[config.mk]
export PLATFORM = sky130hd
export DESIGN_NAME = fan_duty_sched
export DESIGN_NICKNAME = d
export VERILOG_FILES = /design/src/rtl/fan_duty_sched.sv
export SDC_FILE = /design/constraint.sdc
export NUM_CORES = 1
export LEC_CHECK = 0
export ABC_CLOCK_PERIOD_IN_PS = 8400
export CAP_MARGIN = 20
export CORE_ASPECT_RATIO = 1.75
export CORE_UTILIZATION = 55
export DETAILED_ROUTE_END_ITERATION = 8
export PLACE_DENSITY = 0.86
export SKIP_CTS_REPAIR_TIMING = 1
export SLEW_MARGIN = 40
export SYNTH_ARGS = -nofsm -noshare
export SYNTH_HDL_FRONTEND = slang
export SYNTH_SLANG_ARGS = --single-unit
export TNS_END_PERCENT = 5
[constraint.sdc]
create_clock -name sys_clk -period 8.4 [get_ports sys_clk]
set_clock_uncertainty 0.15 [all_clocks]
set_input_delay 0.84 -clock sys_clk [delete_from_list [all_inputs] [get_ports sys_clk]]
set_output_delay 0.84 -clock sys_clk [all_outputs]
set_load 0.005 [all_outputs]
[src/rtl/fan_duty_sched.sv]
// fan_duty_sched: fan duty scheduler. Kicks a stopped fan at 100 %, then
// ramps the PWM duty 1 % per STEP_MS toward the requested target and holds
// it there. A manual-mode watchdog revokes manual mode when the host stops
// sending commands for MAN_TO_MS.
module fan_duty_sched #(
   parameter int TICK_DIV  = 50000,
   parameter int STEP_MS   = 20,
   parameter int KICK_MS   = 300,
   parameter int MAN_TO_MS = 30000
) (
   input  logic       sys_clk,
   input  logic       sys_rst_n,
   input  logic [6:0] i_tgt_duty,
   input  logic       i_fan_en,
   input  logic       i_man_req,
   input  logic       i_cmd_valid,
   output logic [6:0] o_pwm_duty,
   output logic       o_mode_out,
   output logic [1:0] o_state,
   output logic       o_ramp_busy
);

   // Counter widths, kept at least one bit wide for degenerate parameters
   localparam int PW = (TICK_DIV  > 1) ? $clog2(TICK_DIV)  : 1;
   localparam int SW = (STEP_MS   > 1) ? $clog2(STEP_MS)   : 1;
   localparam int KW = (KICK_MS   > 1) ? $clog2(KICK_MS)   : 1;
   localparam int WW = (MAN_TO_MS > 1) ? $clog2(MAN_TO_MS) : 1;

   localparam logic [PW-1:0] PRESC_MAX = PW'(TICK_DIV - 1);
   localparam logic [SW-1:0] STEP_MAX  = SW'(STEP_MS - 1);
   localparam logic [KW-1:0] KICK_MAX  = KW'(KICK_MS - 1);
   localparam logic [WW-1:0] WD_MAX    = WW'(MAN_TO_MS - 1);

   typedef enum logic [1:0] {
      S_IDLE = 2'd0,
      S_KICK = 2'd1,
      S_RAMP = 2'd2,
      S_HOLD = 2'd3
   } state_t;

   logic [PW-1:0] r_presc;
   logic [SW-1:0] r_step_cnt;
   logic [KW-1:0] r_kick_cnt;
   logic [WW-1:0] r_wd_cnt;
   logic          r_expired;
   logic          r_mode_out;
   state_t        r_state;
   logic [6:0]    r_pwm_duty;
   logic          r_ramp_busy;

   logic          w_tick;
   logic [6:0]    w_tgt_eff;

   assign w_tick    = (r_presc == PRESC_MAX);
   // Targets above 100 % saturate so the ramp can never go past full duty
   assign w_tgt_eff = (i_tgt_duty > 7'd100) ? 7'd100 : i_tgt_duty;

   // Free-running 1 ms prescaler; phase restarts at reset release
   always_ff @(posedge sys_clk or negedge sys_rst_n) begin
      if (!sys_rst_n)
         r_presc <= '0;
      else if (w_tick)
         r_presc <= '0;
      else
         r_presc <= r_presc + 1'b1;
   end

   // Duty FSM: state, duty and busy flag are all updated together so the
   // outputs always describe the same state
   always_ff @(posedge sys_clk or negedge sys_rst_n) begin
      if (!sys_rst_n) begin
         r_state     <= S_IDLE;
         r_pwm_duty  <= 7'd0;
         r_ramp_busy <= 1'b0;
         r_kick_cnt  <= '0;
         r_step_cnt  <= '0;
      end else if (!i_fan_en) begin
         r_state     <= S_IDLE;
         r_pwm_duty  <= 7'd0;
         r_ramp_busy <= 1'b0;
         r_kick_cnt  <= '0;
         r_step_cnt  <= '0;
      end else begin
         case (r_state)
            S_IDLE: begin
               r_pwm_duty  <= 7'd0;
               r_ramp_busy <= 1'b0;
               if (w_tgt_eff != 7'd0) begin
                  r_state     <= S_KICK;
                  r_pwm_duty  <= 7'd100;
                  r_ramp_busy <= 1'b1;
                  r_kick_cnt  <= '0;
               end
            end
            S_KICK: begin
               if (w_tick) begin
                  if (r_kick_cnt == KICK_MAX) begin
                     r_state    <= S_RAMP;
                     r_step_cnt <= '0;
                  end else begin
                     r_kick_cnt <= r_kick_cnt + 1'b1;
                  end
               end
            end
            S_RAMP: begin
               // Arrival is checked every clock so a target change that meets
               // the current duty ends the ramp at once
               if (r_pwm_duty == w_tgt_eff) begin
                  r_state     <= (w_tgt_eff == 7'd0) ? S_IDLE : S_HOLD;
                  r_ramp_busy <= 1'b0;
               end else if (w_tick) begin
                  if (r_step_cnt == STEP_MAX) begin
                     r_step_cnt <= '0;
                     if (r_pwm_duty < w_tgt_eff)
                        r_pwm_duty <= r_pwm_duty + 7'd1;
                     else
                        r_pwm_duty <= r_pwm_duty - 7'd1;
                  end else begin
                     r_step_cnt <= r_step_cnt + 1'b1;
                  end
               end
            end
            S_HOLD: begin
               if (w_tgt_eff != r_pwm_duty) begin
                  r_state     <= S_RAMP;
                  r_ramp_busy <= 1'b1;
                  r_step_cnt  <= '0;
               end
            end
            default: begin
               r_state     <= S_IDLE;
               r_pwm_duty  <= 7'd0;
               r_ramp_busy <= 1'b0;
            end
         endcase
      end
   end

   // Manual-mode watchdog; a host command on the expiry tick keeps manual mode
   always_ff @(posedge sys_clk or negedge sys_rst_n) begin
      if (!sys_rst_n) begin
         r_wd_cnt   <= '0;
         r_expired  <= 1'b0;
         r_mode_out <= 1'b0;
      end else begin
         r_mode_out <= i_man_req & ~r_expired;
         if (!i_man_req || i_cmd_valid) begin
            r_wd_cnt  <= '0;
            r_expired <= 1'b0;
         end else if (w_tick && !r_expired) begin
            if (r_wd_cnt == WD_MAX)
               r_expired <= 1'b1;
            else
               r_wd_cnt <= r_wd_cnt + 1'b1;
         end
      end
   end

   assign o_pwm_duty  = r_pwm_duty;
   assign o_mode_out  = r_mode_out;
   assign o_state     = r_state;
   assign o_ramp_busy = r_ramp_busy;

endmodule

==> run_summary.xml, run 1 <==
<?xml version="1.0" encoding="UTF-8"?>
<metrics>
  <group name="worst_setup_path">
    <metric name="data_required_time_of_the_critical_path" unit="ns">8.48</metric>
    <metric name="critical_path.endpoint_type" unit="">flip-flop</metric>
    <metric name="r2r_end" unit="">o_pwm_duty[6]</metric>
    <metric name="critical_path_buf_inv_count" unit="">1</metric>
    <metric name="reg2regPathDepth" unit="">11</metric>
    <metric name="cp_data_arrival_time" unit="ns">4.21</metric>
    <metric name="regToRegSetupSlack" unit="ns">5.12</metric>
    <metric name="timing.critical_path.fanout_max" unit="">7</metric>
    <metric name="worst_setup_path_category" unit="">in2reg</metric>
    <metric name="setup.worst_path.start_class" unit="">primary input</metric>
    <metric name="crit_path_max_incr_delay" unit="ns">0.49</metric>
    <metric name="timing.critical_path.slowest_stage_cell" unit="">sky130_fd_sc_hd__or3_1</metric>
    <metric name="worst_path_dominant_cell_family" unit="">simple AND/OR/NAND/NOR gates</metric>
    <metric name="path_cells" unit="">clkdlybuf4s50_1, nor3_1, or2_2, nand2_1, ha_1, nand3b_1, a21oi_1, or3_1, fa_1, a211oi_1, o21bai_1, a21oi_1, xnor2_1, o21bai_1, o2bb2ai_1</metric>
    <metric name="r2r-start" unit="">o_pwm_duty[2]</metric>
  </group>
  <group name="clock_network">
    <metric name="h-tree-depth" unit="">3</metric>
    <metric name="clkTransAtPathRegs" unit="ns">0.06</metric>
    <metric name="cts_tree" unit="">yes</metric>
    <metric name="clock_insertion_delay_worst_skew" unit="ns">0.34</metric>
    <metric name="clock_sink_count" unit="">57</metric>
    <metric name="ctsLongestPathBuffers" unit="">2</metric>
    <metric name="cts_buffers" unit="">9</metric>
    <metric name="root_buffer" unit="">sky130_fd_sc_hd__clkbuf_8</metric>
  </group>
  <group name="route">
    <metric name="routed_via_density" unit="">5.738</metric>
    <metric name="met3RoutedLength" unit="microns">265</metric>
    <metric name="detailed_route_wire_length" unit="mm">6.745</metric>
    <metric name="antenna_violating_nets_post_route" unit="">0</metric>
    <metric name="maxUsedRoutingLayer" unit="">met4</metric>
    <metric name="wl_met2" unit="mm">3.687</metric>
    <metric name="detailroute.via_count" unit="">2651</metric>
    <metric name="met1_length" unit="mm">2.648</metric>
    <metric name="drc_errors" unit="">0</metric>
    <metric name="wl_per_cell" unit="microns">14.60</metric>
    <metric name="firstDrtPassIters" unit="">4</metric>
    <metric name="drt-initial-drc-count" unit="">120</metric>
  </group>
  <group name="pwr">
    <metric name="sequential_power_share" unit="%">50.9</metric>
    <metric name="total_switching_power" unit="mW">0.1314</metric>
    <metric name="cell_internal_power" unit="mW">0.4194</metric>
    <metric name="share_comb_of_total_power" unit="%">9.4</metric>
    <metric name="clkPwrFrac" unit="%">39.6</metric>
    <metric name="cellLeakagePower" unit="nW">1.616</metric>
    <metric name="power_switching_share" unit="%">23.85</metric>
    <metric name="p_per_area" unit="mW/mm^2">147.5</metric>
    <metric name="vdd_drop_max" unit="uV">109.5</metric>
  </group>
  <group name="timing">
    <metric name="finalHoldViolCount" unit="">0</metric>
    <metric name="worstMarginPinSlew" unit="ns">0.7124</metric>
    <metric name="final-max-slew-violation-count" unit="">0</metric>
    <metric name="setup_tns" unit="ns">0</metric>
    <metric name="post-route-min-period" unit="ns">4.134</metric>
    <metric name="slew-limit-headroom" unit="%">52.51</metric>
    <metric name="setup_viol" unit="">0</metric>
    <metric name="fmaxAchievable" unit="MHz">241.9</metric>
    <metric name="timing.final.crit_share" unit="%">49.22</metric>
    <metric name="rsz0062_at_grt" unit="">no</metric>
  </group>
  <group name="cells_and_area">
    <metric name="insertedDiodeCount" unit="">0</metric>
    <metric name="nNetsFinal" unit="">412</metric>
    <metric name="area.growth.synth_to_final" unit="%">13.50</metric>
    <metric name="post_route_cells_drive_above_1_share" unit="%">5.699</metric>
    <metric name="final_design_area_no_fill" unit="sq mm">0.003734</metric>
  </group>
  <group name="floorplanning">
    <metric name="io_pins" unit="">23</metric>
    <metric name="die_width" unit="microns">60.46</metric>
    <metric name="floorplan.die_area" unit="sq mm">0.006306</metric>
    <metric name="floorplan.rows" unit="">36</metric>
    <metric name="floorplan.die.height" unit="microns">104.3</metric>
    <metric name="floorplan.initialDensity" unit="%">57.96</metric>
    <metric name="fp.coreArea" unit="sq mm">0.005675</metric>
  </group>
  <group name="placement">
    <metric name="dpl.hpwl" unit="mm">4.893</metric>
    <metric name="post_dp_cell_area" unit="sq mm">0.003571</metric>
    <metric name="numPortBuffers" unit="">22</metric>
    <metric name="routabilityCongestion" unit="">0.8793</metric>
  </group>
  <group name="global_routing">
    <metric name="largest_net_degree_at_the_start_of_global_routing" unit="">58</metric>
    <metric name="antenna_found_initial" unit="">0</metric>
    <metric name="global_route.usage.total" unit="%">23.98</metric>
    <metric name="globalRouteOverflowTotal" unit="">0</metric>
    <metric name="wire_length_of_the_first_global_routing_pass" unit="mm">11.29</metric>
    <metric name="first_global_vias" unit="">2640</metric>
  </group>
  <group name="synthesis">
    <metric name="synth.yosys.warnings" unit="">0</metric>
    <metric name="synthArstFlopShare" unit="%">100.0</metric>
    <metric name="synth_enable_flop_cells" unit="">0</metric>
    <metric name="nets_in_the_synthesized_netlist" unit="">387</metric>
    <metric name="syn_area" unit="sq mm">0.003289</metric>
    <metric name="synth_top_cell_by_area" unit="">sky130_fd_sc_hd__dfrtp_1</metric>
    <metric name="synth_sequential_area_ratio" unit="%">43.36</metric>
    <metric name="synth_top_cells_by_area" unit="">sky130_fd_sc_hd__dfrtp_1 (43%), sky130_fd_sc_hd__ha_1 (6.1%), sky130_fd_sc_hd__nor2_1 (4.8%), sky130_fd_sc_hd__nand2_1 (4.2%), sky130_fd_sc_hd__xor2_1 (4.0%)</metric>
    <metric name="ys.flop_type" unit="">sky130_fd_sc_hd__dfrtp_1</metric>
    <metric name="yosys.cell_types.count" unit="">52</metric>
    <metric name="synth_top_area_share" unit="%">43.36</metric>
    <metric name="postSynthAreaPerCell" unit="sq um">9.188</metric>
    <metric name="synth_seq_cells" unit="">57</metric>
    <metric name="post_synth_inst_count" unit="">358</metric>
  </group>
  <group name="worst_hold_path">
    <metric name="hold_path_class" unit="">reg2reg</metric>
    <metric name="startpoint_of_the_most_critical_hold_path" unit="">r_kick_cnt[8]</metric>
    <metric name="holdPathEnd" unit="">r_kick_cnt[8]</metric>
    <metric name="worstHoldPathCells" unit="">1</metric>
  </group>
  <group name="flow_run">
    <metric name="drv.max_cap_violation_count" unit="">0</metric>
  </group>
  <group name="outcome">
    <metric name="status" unit="">complete, no violations</metric>
  </group>
</metrics>
[power groups by stage]
stage / logic [mW] / clock network (mW) / registers [mW]
4_1_cts: 0.0524 / 0.226 / 0.281
3_3_place_gp: 0.0498 / 0 / 0.285
3_5_place_dp: 0.0521 / 0 / 0.285
5_1_grt: 0.0585 / 0.237 / 0.281
2_1_floorplan: 0.0296 / 0 / 0.284
6_report: 0.0519 / 0.218 / 0.281
[through the flow]
| step | hold WS [ns] | worst slack [ns] | std cells | util, % | total power, mW |
|---|---|---|---|---|---|
| floorplan | 0.2870 | 4.662 | 358 | - | 0.3137 |
| global route | 0.3540 | 4.092 | 462 | 65.78 | 0.5758 |
| finish | 0.3330 | 4.266 | 462 | 65.78 | 0.5508 |
| global placement | 0.3045 | 4.051 | 448 | 62.92 | 0.3351 |
| CTS | 0.3277 | 4.294 | 462 | 65.78 | 0.5593 |
| detailed placement | 0.3226 | 3.921 | 448 | 62.92 | 0.3376 |
[worst max-delay path by stage]
stage             startpoint       endpoint  cells after the start
3_3_place_gp   i_tgt_duty[4]  o_pwm_duty[6]                     15
5_1_grt        i_tgt_duty[4]  o_pwm_duty[6]                     15
3_5_place_dp   i_tgt_duty[4]  o_pwm_duty[6]                     15
6_report       i_tgt_duty[4]  o_pwm_duty[6]                     15
4_1_cts        i_tgt_duty[4]  o_pwm_duty[6]                     15
2_1_floorplan  i_tgt_duty[4]  o_pwm_duty[6]                     14
[Yosys cell counts (2+ instances only)]
cell	count
sky130_fd_sc_hd__dfrtp_1	57
sky130_fd_sc_hd__nor2_1	42
sky130_fd_sc_hd__nand2_1	37
sky130_fd_sc_hd__o21ai_0	25
sky130_fd_sc_hd__nand3_1	20
sky130_fd_sc_hd__ha_1	16
sky130_fd_sc_hd__xor2_1	15
sky130_fd_sc_hd__inv_1	13
sky130_fd_sc_hd__xnor2_1	13
sky130_fd_sc_hd__a21oi_1	12
sky130_fd_sc_hd__o21ai_1	10
sky130_fd_sc_hd__and3_1	9
sky130_fd_sc_hd__nand4_1	9
sky130_fd_sc_hd__nor2b_1	8
sky130_fd_sc_hd__clkbuf_1	7
sky130_fd_sc_hd__a31oi_1	4
sky130_fd_sc_hd__and2_1	4
sky130_fd_sc_hd__nand2b_1	4
sky130_fd_sc_hd__nand3b_1	4
sky130_fd_sc_hd__nor3_1	4
sky130_fd_sc_hd__or3_1	4
sky130_fd_sc_hd__a211oi_1	3
sky130_fd_sc_hd__nor4_1	3
sky130_fd_sc_hd__buf_2	2
sky130_fd_sc_hd__o21bai_1	2
sky130_fd_sc_hd__o311a_1	2
sky130_fd_sc_hd__o31ai_1	2
sky130_fd_sc_hd__o41ai_1	2
sky130_fd_sc_hd__or4_1	2
[routing by layer]
| layer | vias up | global-route usage, % |
|---|---|---|
| li1 | 1313 | - |
| met1 | 1276 | 25.14 |
| met2 | 49 | 41.84 |
| met3 | 13 | 7.090 |
| met4 | 0 | 10.88 |
| met5 | - | 0 |
[sequential cells by signal (all words and copies together) (netlist names)]
register	flops
r_kick_cnt	9
o_state	2
o_pwm_duty	7
r_presc	16
o_mode_out	1
r_step_cnt	5
r_wd_cnt	15
o_ramp_busy	1
r_expired	1
[logic make-up (layout without fill, tap and decap cells)]
group,count (synthesis),count (layout),share of synthesized area [%]
AO/OA/AOI/OAI,72,72,13.62
XOR/XNOR,28,28,7.455
adder cells (fa/ha/maj),17,17,6.695
buffers and inverters,22,50,2.587
flip-flops,57,57,43.36
multiplexers,2,2,0.6466
AND/OR/NAND/NOR,160,160,25.64
[cell type report]
class / count / area [sq um]
Timing Repair Buffer: 23 / 222.7
Multi-Input combinational cell: 279 / 1778
Sequential cell: 57 / 1426
Clock buffer: 14 / 162.7
Tap cell: 76 / 95.09
Inverter: 13 / 48.80
Fill cell: 469 / 1942
[layout by cell type, fill, tap and decap left out, drive strengths merged, types with 4 or more instances in the layout]
master and instances:
nand2 37, nor2b 8, nor3 4, dfrtp 57, clkdlybuf4s50 21, nand4 10, clkbuf 14, xnor2 13
inv 13, ha 16, and3 9, nand3b 4, nand3 20, o21ai 35, nand2b 4, xor2 15
or3 4, nor2 42, a31oi 4, a21oi 13, and2 4
(Power assumes the default switching activity.)
==> run 2: changes to the inputs <==
--- a/config.mk
+++ b/config.mk
@@ -5,12 +5,12 @@
 export SDC_FILE = /design/constraint.sdc
 export NUM_CORES = 1
 export LEC_CHECK = 0
-export ABC_CLOCK_PERIOD_IN_PS = 8400
+export ABC_CLOCK_PERIOD_IN_PS = 3400
 export CAP_MARGIN = 20
 export CORE_ASPECT_RATIO = 1.75
-export CORE_UTILIZATION = 55
+export CORE_UTILIZATION = 53
 export DETAILED_ROUTE_END_ITERATION = 8
-export PLACE_DENSITY = 0.86
+export PLACE_DENSITY = 0.87
 export SKIP_CTS_REPAIR_TIMING = 1
 export SLEW_MARGIN = 40
 export SYNTH_ARGS = -nofsm -noshare
==> constraint.sdc (replaced) <==
create_clock -name sys_clk -period 3.4 [get_ports sys_clk]
set_clock_uncertainty 0.15 [all_clocks]
set_input_delay 0.34 -clock sys_clk [delete_from_list [all_inputs] [get_ports sys_clk]]
set_output_delay 0.34 -clock sys_clk [all_outputs]
set_load 0.005 [all_outputs]
==> run 2 against run 1 <==
  * Combinational power increased to 3.1 times the previous value
  * Core utilization increased by 1.3 points
  * Sequential share of layout area decreased by 2.3 points
  * Non-clock buffer count increased by 17
  * Critical path type unchanged
  * Power increased to 2.8 times the previous value
  * Flip-flop and latch count unchanged
  * Setup slack got worse by 4.2 ns
==> run_summary.xml, run 2 (same netlist as run 1, synthesis figures left out) <==
<?xml version="1.0" encoding="UTF-8"?>
<metrics>
  <group name="outcome">
    <metric name="status" unit="">complete, no violations</metric>
  </group>
  <group name="floorplanning">
    <metric name="io_pins" unit="">23</metric>
    <metric name="floorplan.die.height" unit="microns">106.2</metric>
    <metric name="die_width" unit="microns">61.55</metric>
    <metric name="floorplan.rows" unit="">37</metric>
    <metric name="floorplan.initialDensity" unit="%">55.51</metric>
    <metric name="fp.coreArea" unit="sq mm">0.005926</metric>
    <metric name="floorplan.die_area" unit="sq mm">0.006538</metric>
  </group>
  <group name="clock_network">
    <metric name="ctsLongestPathBuffers" unit="">2</metric>
    <metric name="cts_tree" unit="">yes</metric>
    <metric name="h-tree-depth" unit="">3</metric>
    <metric name="cts_buffers" unit="">9</metric>
    <metric name="root_buffer" unit="">sky130_fd_sc_hd__clkbuf_8</metric>
    <metric name="clkTransAtPathRegs" unit="ns">0.06</metric>
    <metric name="clock_insertion_delay_worst_skew" unit="ns">0.35</metric>
    <metric name="clock_sink_count" unit="">57</metric>
  </group>
  <group name="global_routing">
    <metric name="largest_net_degree_at_the_start_of_global_routing" unit="">30</metric>
    <metric name="top_usage_layer" unit="">met2</metric>
    <metric name="use_met3" unit="%">7.543</metric>
    <metric name="globalRouteOverflowTotal" unit="">0</metric>
    <metric name="met2_usage" unit="%">42.40</metric>
    <metric name="global_route.usage.total" unit="%">25.40</metric>
    <metric name="global_route.usage.met1" unit="%">27.02</metric>
    <metric name="wire_length_of_the_first_global_routing_pass" unit="mm">12.25</metric>
    <metric name="antenna_found_initial" unit="">0</metric>
    <metric name="first_global_vias" unit="">2854</metric>
  </group>
  <group name="pwr">
    <metric name="vdd_drop_max" unit="uV">356.7</metric>
    <metric name="p_per_area" unit="mW/mm^2">392.1</metric>
    <metric name="cellLeakagePower" unit="nW">1.748</metric>
  </group>
  <group name="worst_setup_path">
    <metric name="timing.critical_path.fanout_max" unit="">4</metric>
    <metric name="r2r-start" unit="">o_pwm_duty[2]</metric>
    <metric name="data_required_time_of_the_critical_path" unit="ns">3.53</metric>
    <metric name="reg2regPathDepth" unit="">12</metric>
    <metric name="setup.worst_path.start_class" unit="">primary input</metric>
    <metric name="worstSetupEndpoint" unit="">o_pwm_duty[5]</metric>
    <metric name="cp_data_arrival_time" unit="ns">3.42</metric>
    <metric name="critical_path.endpoint_type" unit="">flip-flop</metric>
    <metric name="r2r_end" unit="">o_pwm_duty[5]</metric>
    <metric name="worst_setup_path_category" unit="">in2reg</metric>
    <metric name="regToRegSetupSlack" unit="ns">0.43</metric>
    <metric name="worstSetupStartpoint" unit="">i_tgt_duty[2]</metric>
  </group>
  <group name="timing">
    <metric name="worstMarginPinSlew" unit="ns">0.7034</metric>
    <metric name="post-route-min-period" unit="ns">3.294</metric>
    <metric name="timing.final.crit_share" unit="%">96.88</metric>
    <metric name="slew-limit-headroom" unit="%">52.93</metric>
    <metric name="fmaxAchievable" unit="MHz">303.6</metric>
    <metric name="setup_viol" unit="">0</metric>
    <metric name="finalHoldViolCount" unit="">0</metric>
    <metric name="whs" unit="ns">0.3349</metric>
    <metric name="final-max-slew-violation-count" unit="">0</metric>
  </group>
  <group name="placement">
    <metric name="dpl.hpwl" unit="mm">5.092</metric>
    <metric name="place_inst" unit="">465</metric>
    <metric name="routabilityCongestion" unit="">0.8525</metric>
    <metric name="numPortBuffers" unit="">22</metric>
  </group>
  <group name="cells_and_area">
    <metric name="reg_top3" unit="">r_presc (16), r_wd_cnt (15), r_kick_cnt (9)</metric>
    <metric name="mostFrequentLayoutCells" unit="">sky130_fd_sc_hd__dfrtp_1 (57), sky130_fd_sc_hd__nor2_1 (41), sky130_fd_sc_hd__nand2_1 (35)</metric>
    <metric name="insertedDiodeCount" unit="">0</metric>
    <metric name="mostFrequentLayoutCell" unit="">sky130_fd_sc_hd__dfrtp_1</metric>
    <metric name="area.growth.synth_to_final" unit="%">20.84</metric>
    <metric name="post_route_cells_drive_above_1_share" unit="%">12.90</metric>
    <metric name="n_fill_cell" unit="">472</metric>
    <metric name="finalNonFillerCells" unit="">481</metric>
    <metric name="nNetsFinal" unit="">429</metric>
    <metric name="most_flop_heavy_register" unit="">r_presc</metric>
    <metric name="largest_register_ffs" unit="">16</metric>
  </group>
  <group name="route">
    <metric name="antenna_violating_nets_post_route" unit="">0</metric>
    <metric name="firstDrtPassIters" unit="">6</metric>
    <metric name="wl_per_cell" unit="microns">15.02</metric>
    <metric name="drc_errors" unit="">0</metric>
    <metric name="detailed_route_wire_length" unit="mm">7.223</metric>
    <metric name="drt-initial-drc-count" unit="">208</metric>
    <metric name="detailroute.via_count" unit="">2758</metric>
    <metric name="routed_via_density" unit="">5.734</metric>
  </group>
  <group name="flow_run">
    <metric name="drv.max_cap_violation_count" unit="">0</metric>
  </group>
  <group name="worst_hold_path">
    <metric name="hold_path_class" unit="">reg2reg</metric>
  </group>
</metrics>
-- run 2: changes by cell type in the layout (fill, tap and decap cells not counted), sizes merged --
cell and change:
clkinv +1, clkbuf -3, dlymetal6s2s +2, clkdlybuf4s50 -2, bufinv +2, buf +16, dlygate4sd3 +1
-- run 2: worst max-delay path, cell delays in order --
cell,delay (ns)
sky130_fd_sc_hd__clkdlybuf4s50_1,0.52
sky130_fd_sc_hd__nor3_2,0.06
sky130_fd_sc_hd__or2_2,0.30
sky130_fd_sc_hd__nand2_1,0.08
sky130_fd_sc_hd__ha_1,0.23
sky130_fd_sc_hd__nand3b_1,0.09
sky130_fd_sc_hd__a21oi_1,0.08
sky130_fd_sc_hd__or3_4,0.41
sky130_fd_sc_hd__buf_4,0.16
sky130_fd_sc_hd__ha_1,0.29
sky130_fd_sc_hd__a21oi_2,0.18
sky130_fd_sc_hd__o21ai_0,0.11
sky130_fd_sc_hd__a21oi_1,0.20
sky130_fd_sc_hd__xnor2_1,0.14
sky130_fd_sc_hd__a21oi_1,0.08
sky130_fd_sc_hd__o21ai_1,0.13
-- run 2: worst min path at each step --
stage                       start       endpoint  slack [ns]  cells past startpoint
global placement        sys_rst_n  o_pwm_duty[3]        0.25                      1
floorplan               sys_rst_n     o_mode_out       -0.11                      0
finish              r_kick_cnt[8]  r_kick_cnt[8]        0.33                      1
CTS                     sys_rst_n  o_pwm_duty[0]       -0.12                      1
detailed placement      sys_rst_n  o_pwm_duty[0]        0.25                      1
global route        r_kick_cnt[8]  r_kick_cnt[8]        0.35                      1
-- run 2: through the flow --
| stage | utilization [%] | TNS (ns) | instance area [sq um] | power (mW) | setup slack, ns |
|---|---|---|---|---|---|
| final | 67.08 | 0 | 3975 | 1.558 | 0.1062 |
| after floorplan | - | 0 | 3289 | 0.7750 | 0.1625 |
| after global routing | 67.08 | -0.01485 | 3975 | 1.623 | -0.008097 |
| after global placement | 62.20 | -0.4952 | 3686 | 0.8464 | -0.2804 |
| after detailed placement | 62.20 | -1.031 | 3686 | 0.8524 | -0.4089 |
| after CTS | 65.86 | -0.07512 | 3902 | 1.559 | -0.07512 |
-- run 2: routing by layer --
metal  up-vias  share of wire [%]
met3        23                4.1
li1       1349                  -
met4         0                3.7
met5         -                  0
met1      1326                 38
met2        60                 54
-- run 2: area by class of cell --
class	count	area, sq um	share of cell area, %
Timing Repair Buffer	40	357.8	9.002
Clock buffer	11	151.4	3.809
Sequential cell	57	1426	35.88
Multi-Input combinational cell	279	1828	45.99
Inverter	13	48.80	1.228
Tap cell	78	97.59	2.455
Clock inverter	3	65.06	1.637
-- run 2: report_power, final --
part	internal, mW	switching (mW)	leakage (nW)
combinational	0.0771	0.0839	0.867
sequential	0.684	0.00873	0.770
clock	0.443	0.262	0.111
==> run 3: changes to the inputs <==
--- a/config.mk
+++ b/config.mk
@@ -7,11 +7,12 @@
 export LEC_CHECK = 0
 export ABC_CLOCK_PERIOD_IN_PS = 3400
 export CAP_MARGIN = 20
-export CORE_ASPECT_RATIO = 1.75
+export CORE_ASPECT_RATIO = 0.9
 export CORE_UTILIZATION = 53
 export DETAILED_ROUTE_END_ITERATION = 8
 export PLACE_DENSITY = 0.87
 export SKIP_CTS_REPAIR_TIMING = 1
+export SKIP_LAST_GASP = 1
 export SLEW_MARGIN = 40
 export SYNTH_ARGS = -nofsm -noshare
 export SYNTH_HDL_FRONTEND = slang
==> run 3 against run 2 <==
  * Clock power down 6.7%
  * Highest routed layer unchanged
  * Clock-buffer cell count is the same
  * Non-clock buffer count fell by 1
  * Via count grew 0.83%
  * Largest cell class unchanged
==> run_summary.xml, run 3 (same netlist as run 1, synthesis figures left out) <==
<?xml version="1.0" encoding="UTF-8"?>
<metrics>
  <group name="route">
    <metric name="routed_via_density" unit="">5.867</metric>
    <metric name="detailed_route_wire_length" unit="mm">7.136</metric>
    <metric name="antenna_violating_nets_post_route" unit="">0</metric>
    <metric name="drc_errors" unit="">0</metric>
    <metric name="drt-initial-drc-count" unit="">163</metric>
    <metric name="wl_per_cell" unit="microns">15.05</metric>
    <metric name="detailroute.via_count" unit="">2781</metric>
    <metric name="firstDrtPassIters" unit="">4</metric>
  </group>
  <group name="clock_network">
    <metric name="cts_buffers" unit="">9</metric>
    <metric name="cts_tree" unit="">yes</metric>
    <metric name="h-tree-depth" unit="">3</metric>
    <metric name="clkTransAtPathRegs" unit="ns">0.07</metric>
    <metric name="clock_sink_count" unit="">57</metric>
    <metric name="root_buffer" unit="">sky130_fd_sc_hd__clkbuf_8</metric>
    <metric name="ctsLongestPathBuffers" unit="">2</metric>
    <metric name="clock_insertion_delay_worst_skew" unit="ns">0.35</metric>
  </group>
  <group name="timing">
    <metric name="rsz0062_at_grt" unit="">no</metric>
    <metric name="worstMarginPinSlew" unit="ns">0.6589</metric>
    <metric name="finalHoldViolCount" unit="">0</metric>
    <metric name="setup_tns" unit="ns">0</metric>
    <metric name="final-max-slew-violation-count" unit="">0</metric>
    <metric name="whs" unit="ns">0.2929</metric>
    <metric name="slew-limit-headroom" unit="%">55.91</metric>
    <metric name="timing.final.crit_share" unit="%">90.63</metric>
    <metric name="fmaxAchievable" unit="MHz">324.5</metric>
    <metric name="setup_viol" unit="">0</metric>
    <metric name="post-route-min-period" unit="ns">3.081</metric>
  </group>
  <group name="floorplanning">
    <metric name="die_width" unit="microns">85.04</metric>
    <metric name="floorplan.die.height" unit="microns">76.74</metric>
    <metric name="floorplan.die_area" unit="sq mm">0.006526</metric>
    <metric name="floorplan.rows" unit="">26</metric>
    <metric name="io_pins" unit="">23</metric>
    <metric name="fp.coreArea" unit="sq mm">0.005823</metric>
    <metric name="floorplan.initialDensity" unit="%">56.49</metric>
  </group>
  <group name="cells_and_area">
    <metric name="largest_register_ffs" unit="">16</metric>
    <metric name="n_fill_cell" unit="">439</metric>
    <metric name="final_core_util" unit="%">67.92</metric>
    <metric name="mostFrequentLayoutCell" unit="">sky130_fd_sc_hd__dfrtp_1</metric>
    <metric name="post_route_cells_drive_above_1_share" unit="%">12.87</metric>
    <metric name="nNetsFinal" unit="">428</metric>
    <metric name="area.growth.synth_to_final" unit="%">20.24</metric>
    <metric name="insertedDiodeCount" unit="">0</metric>
    <metric name="mostFrequentLayoutCells" unit="">sky130_fd_sc_hd__dfrtp_1 (57), sky130_fd_sc_hd__nor2_1 (42), sky130_fd_sc_hd__nand2_1 (36)</metric>
    <metric name="most_flop_heavy_register" unit="">r_presc</metric>
    <metric name="reg_top3" unit="">r_presc (16), r_wd_cnt (15), r_kick_cnt (9)</metric>
    <metric name="final_design_area_no_fill" unit="sq mm">0.003955</metric>
  </group>
  <group name="pwr">
    <metric name="clkPwrFrac" unit="%">43.5</metric>
    <metric name="total_switching_power" unit="mW">0.3769</metric>
    <metric name="vdd_drop_max" unit="uV">330.2</metric>
    <metric name="sequential_power_share" unit="%">45.8</metric>
    <metric name="share_comb_of_total_power" unit="%">10.7</metric>
    <metric name="power_switching_share" unit="%">24.93</metric>
    <metric name="cell_internal_power" unit="mW">1.135</metric>
    <metric name="p_per_area" unit="mW/mm^2">382.3</metric>
    <metric name="total_power" unit="mW">1.512</metric>
    <metric name="cellLeakagePower" unit="nW">1.773</metric>
  </group>
  <group name="worst_setup_path">
    <metric name="reg2regPathDepth" unit="">11</metric>
    <metric name="worstSetupEndpoint" unit="">o_pwm_duty[6]</metric>
    <metric name="worst_setup_path_category" unit="">reg2reg</metric>
    <metric name="crit_path_max_incr_delay" unit="ns">0.43</metric>
    <metric name="r2r_end" unit="">o_pwm_duty[6]</metric>
    <metric name="path_cells" unit="">ha_1, a211oi_1, nor2_1, or3_4, fa_2, a211oi_2, o21bai_1, a21oi_2, xnor2_2, a31oi_1, o2bb2ai_1</metric>
    <metric name="data_required_time_of_the_critical_path" unit="ns">3.52</metric>
    <metric name="r2r-start" unit="">o_pwm_duty[4]</metric>
    <metric name="regToRegSetupSlack" unit="ns">0.32</metric>
    <metric name="timing.critical_path.slowest_stage_cell" unit="">sky130_fd_sc_hd__dfrtp_1</metric>
    <metric name="cp_data_arrival_time" unit="ns">3.20</metric>
    <metric name="critical_path.endpoint_type" unit="">flip-flop</metric>
    <metric name="worstSetupStartpoint" unit="">o_pwm_duty[4]</metric>
    <metric name="setup.worst_path.start_class" unit="">flip-flop</metric>
    <metric name="timing.critical_path.fanout_max" unit="">4</metric>
  </group>
  <group name="placement">
    <metric name="post_dp_cell_area" unit="sq mm">0.003661</metric>
    <metric name="numPortBuffers" unit="">22</metric>
    <metric name="routabilityCongestion" unit="">0.9428</metric>
    <metric name="dpl.hpwl" unit="mm">5.017</metric>
  </group>
  <group name="outcome">
    <metric name="status" unit="">complete, no violations</metric>
  </group>
  <group name="global_routing">
    <metric name="first_global_vias" unit="">2687</metric>
    <metric name="wire_length_of_the_first_global_routing_pass" unit="mm">11.93</metric>
    <metric name="antenna_found_initial" unit="">0</metric>
    <metric name="global_route.usage.total" unit="%">23.19</metric>
    <metric name="largest_net_degree_at_the_start_of_global_routing" unit="">23</metric>
    <metric name="globalRouteOverflowTotal" unit="">0</metric>
  </group>
  <group name="worst_hold_path">
    <metric name="hold_path_class" unit="">in2async</metric>
  </group>
  <group name="flow_run">
    <metric name="drv.max_cap_violation_count" unit="">0</metric>
  </group>
</metrics>
[run 3: changes by cell type in the layout (fill, tap and decap cells not counted), sizes merged]
cell           delta
bufinv            -1
buf               -1
clkdlybuf4s50     -3
clkinv            +3
dlymetal6s2s      +3
[run 3: worst min path at each step]
stage	to	slack (ns)	depth (start not counted)
2_1_floorplan	o_mode_out	-0.11	0
3_3_place_gp	o_pwm_duty[3]	0.13	1
6_report	o_pwm_duty[4]	0.29	2
5_1_grt	o_pwm_duty[4]	0.32	2
4_1_cts	o_pwm_duty[3]	-0.25	1
3_5_place_dp	o_pwm_duty[3]	0.13	1
[run 3: routing by layer]
layer	routed length [microns]	vias up	share of wire, %	GRT usage (%)
met2	3534	75	50	39.11
met1	3121	1346	44	28.25
li1	-	1350	-	-
met3	404	10	5.7	7.427
met5	0	-	0	0
met4	76	0	1.1	7.119
[run 3: worst max-delay path: cells and delay by family (launching register included)]
kind | cells | cell delay [ns]
AO/OA/AOI/OAI | 6 | 1.10
XOR/XNOR | 1 | 0.15
adder cells (fa/ha/maj) | 2 | 0.73
flip-flops | 1 | 0.43
AND/OR/NAND/NOR | 2 | 0.45
[run 3: area by class of cell]
type / count / area, sq um / share of cell area, %
clock buffers: 11 / 151.4 / 3.828
flip-flops and latches: 57 / 1426 / 36.06
inverters: 13 / 48.80 / 1.234
well taps: 70 / 87.58 / 2.214
repair buffers: 39 / 357.8 / 9.048
multi-input cells: 279 / 1829 / 46.25
clock inverters: 5 / 53.80 / 1.360
[run 3: per-stage QoR]
step	instances	setup slack [ns]
6_report	474	0.3187
2_1_floorplan	358	0.1625
3_3_place_gp	455	-0.2638
4_1_cts	471	-0.1531
3_5_place_dp	455	-0.5184
5_1_grt	474	0.2147
[run 3: power groups by stage]
stage          sequential (mW)  combinational [mW]  clock [mW]
2_1_floorplan            0.702              0.0732           0
3_3_place_gp             0.705               0.139           0
3_5_place_dp             0.706               0.146           0
4_1_cts                  0.693               0.147       0.672
5_1_grt                  0.693               0.178       0.701
6_report                 0.693               0.162       0.657
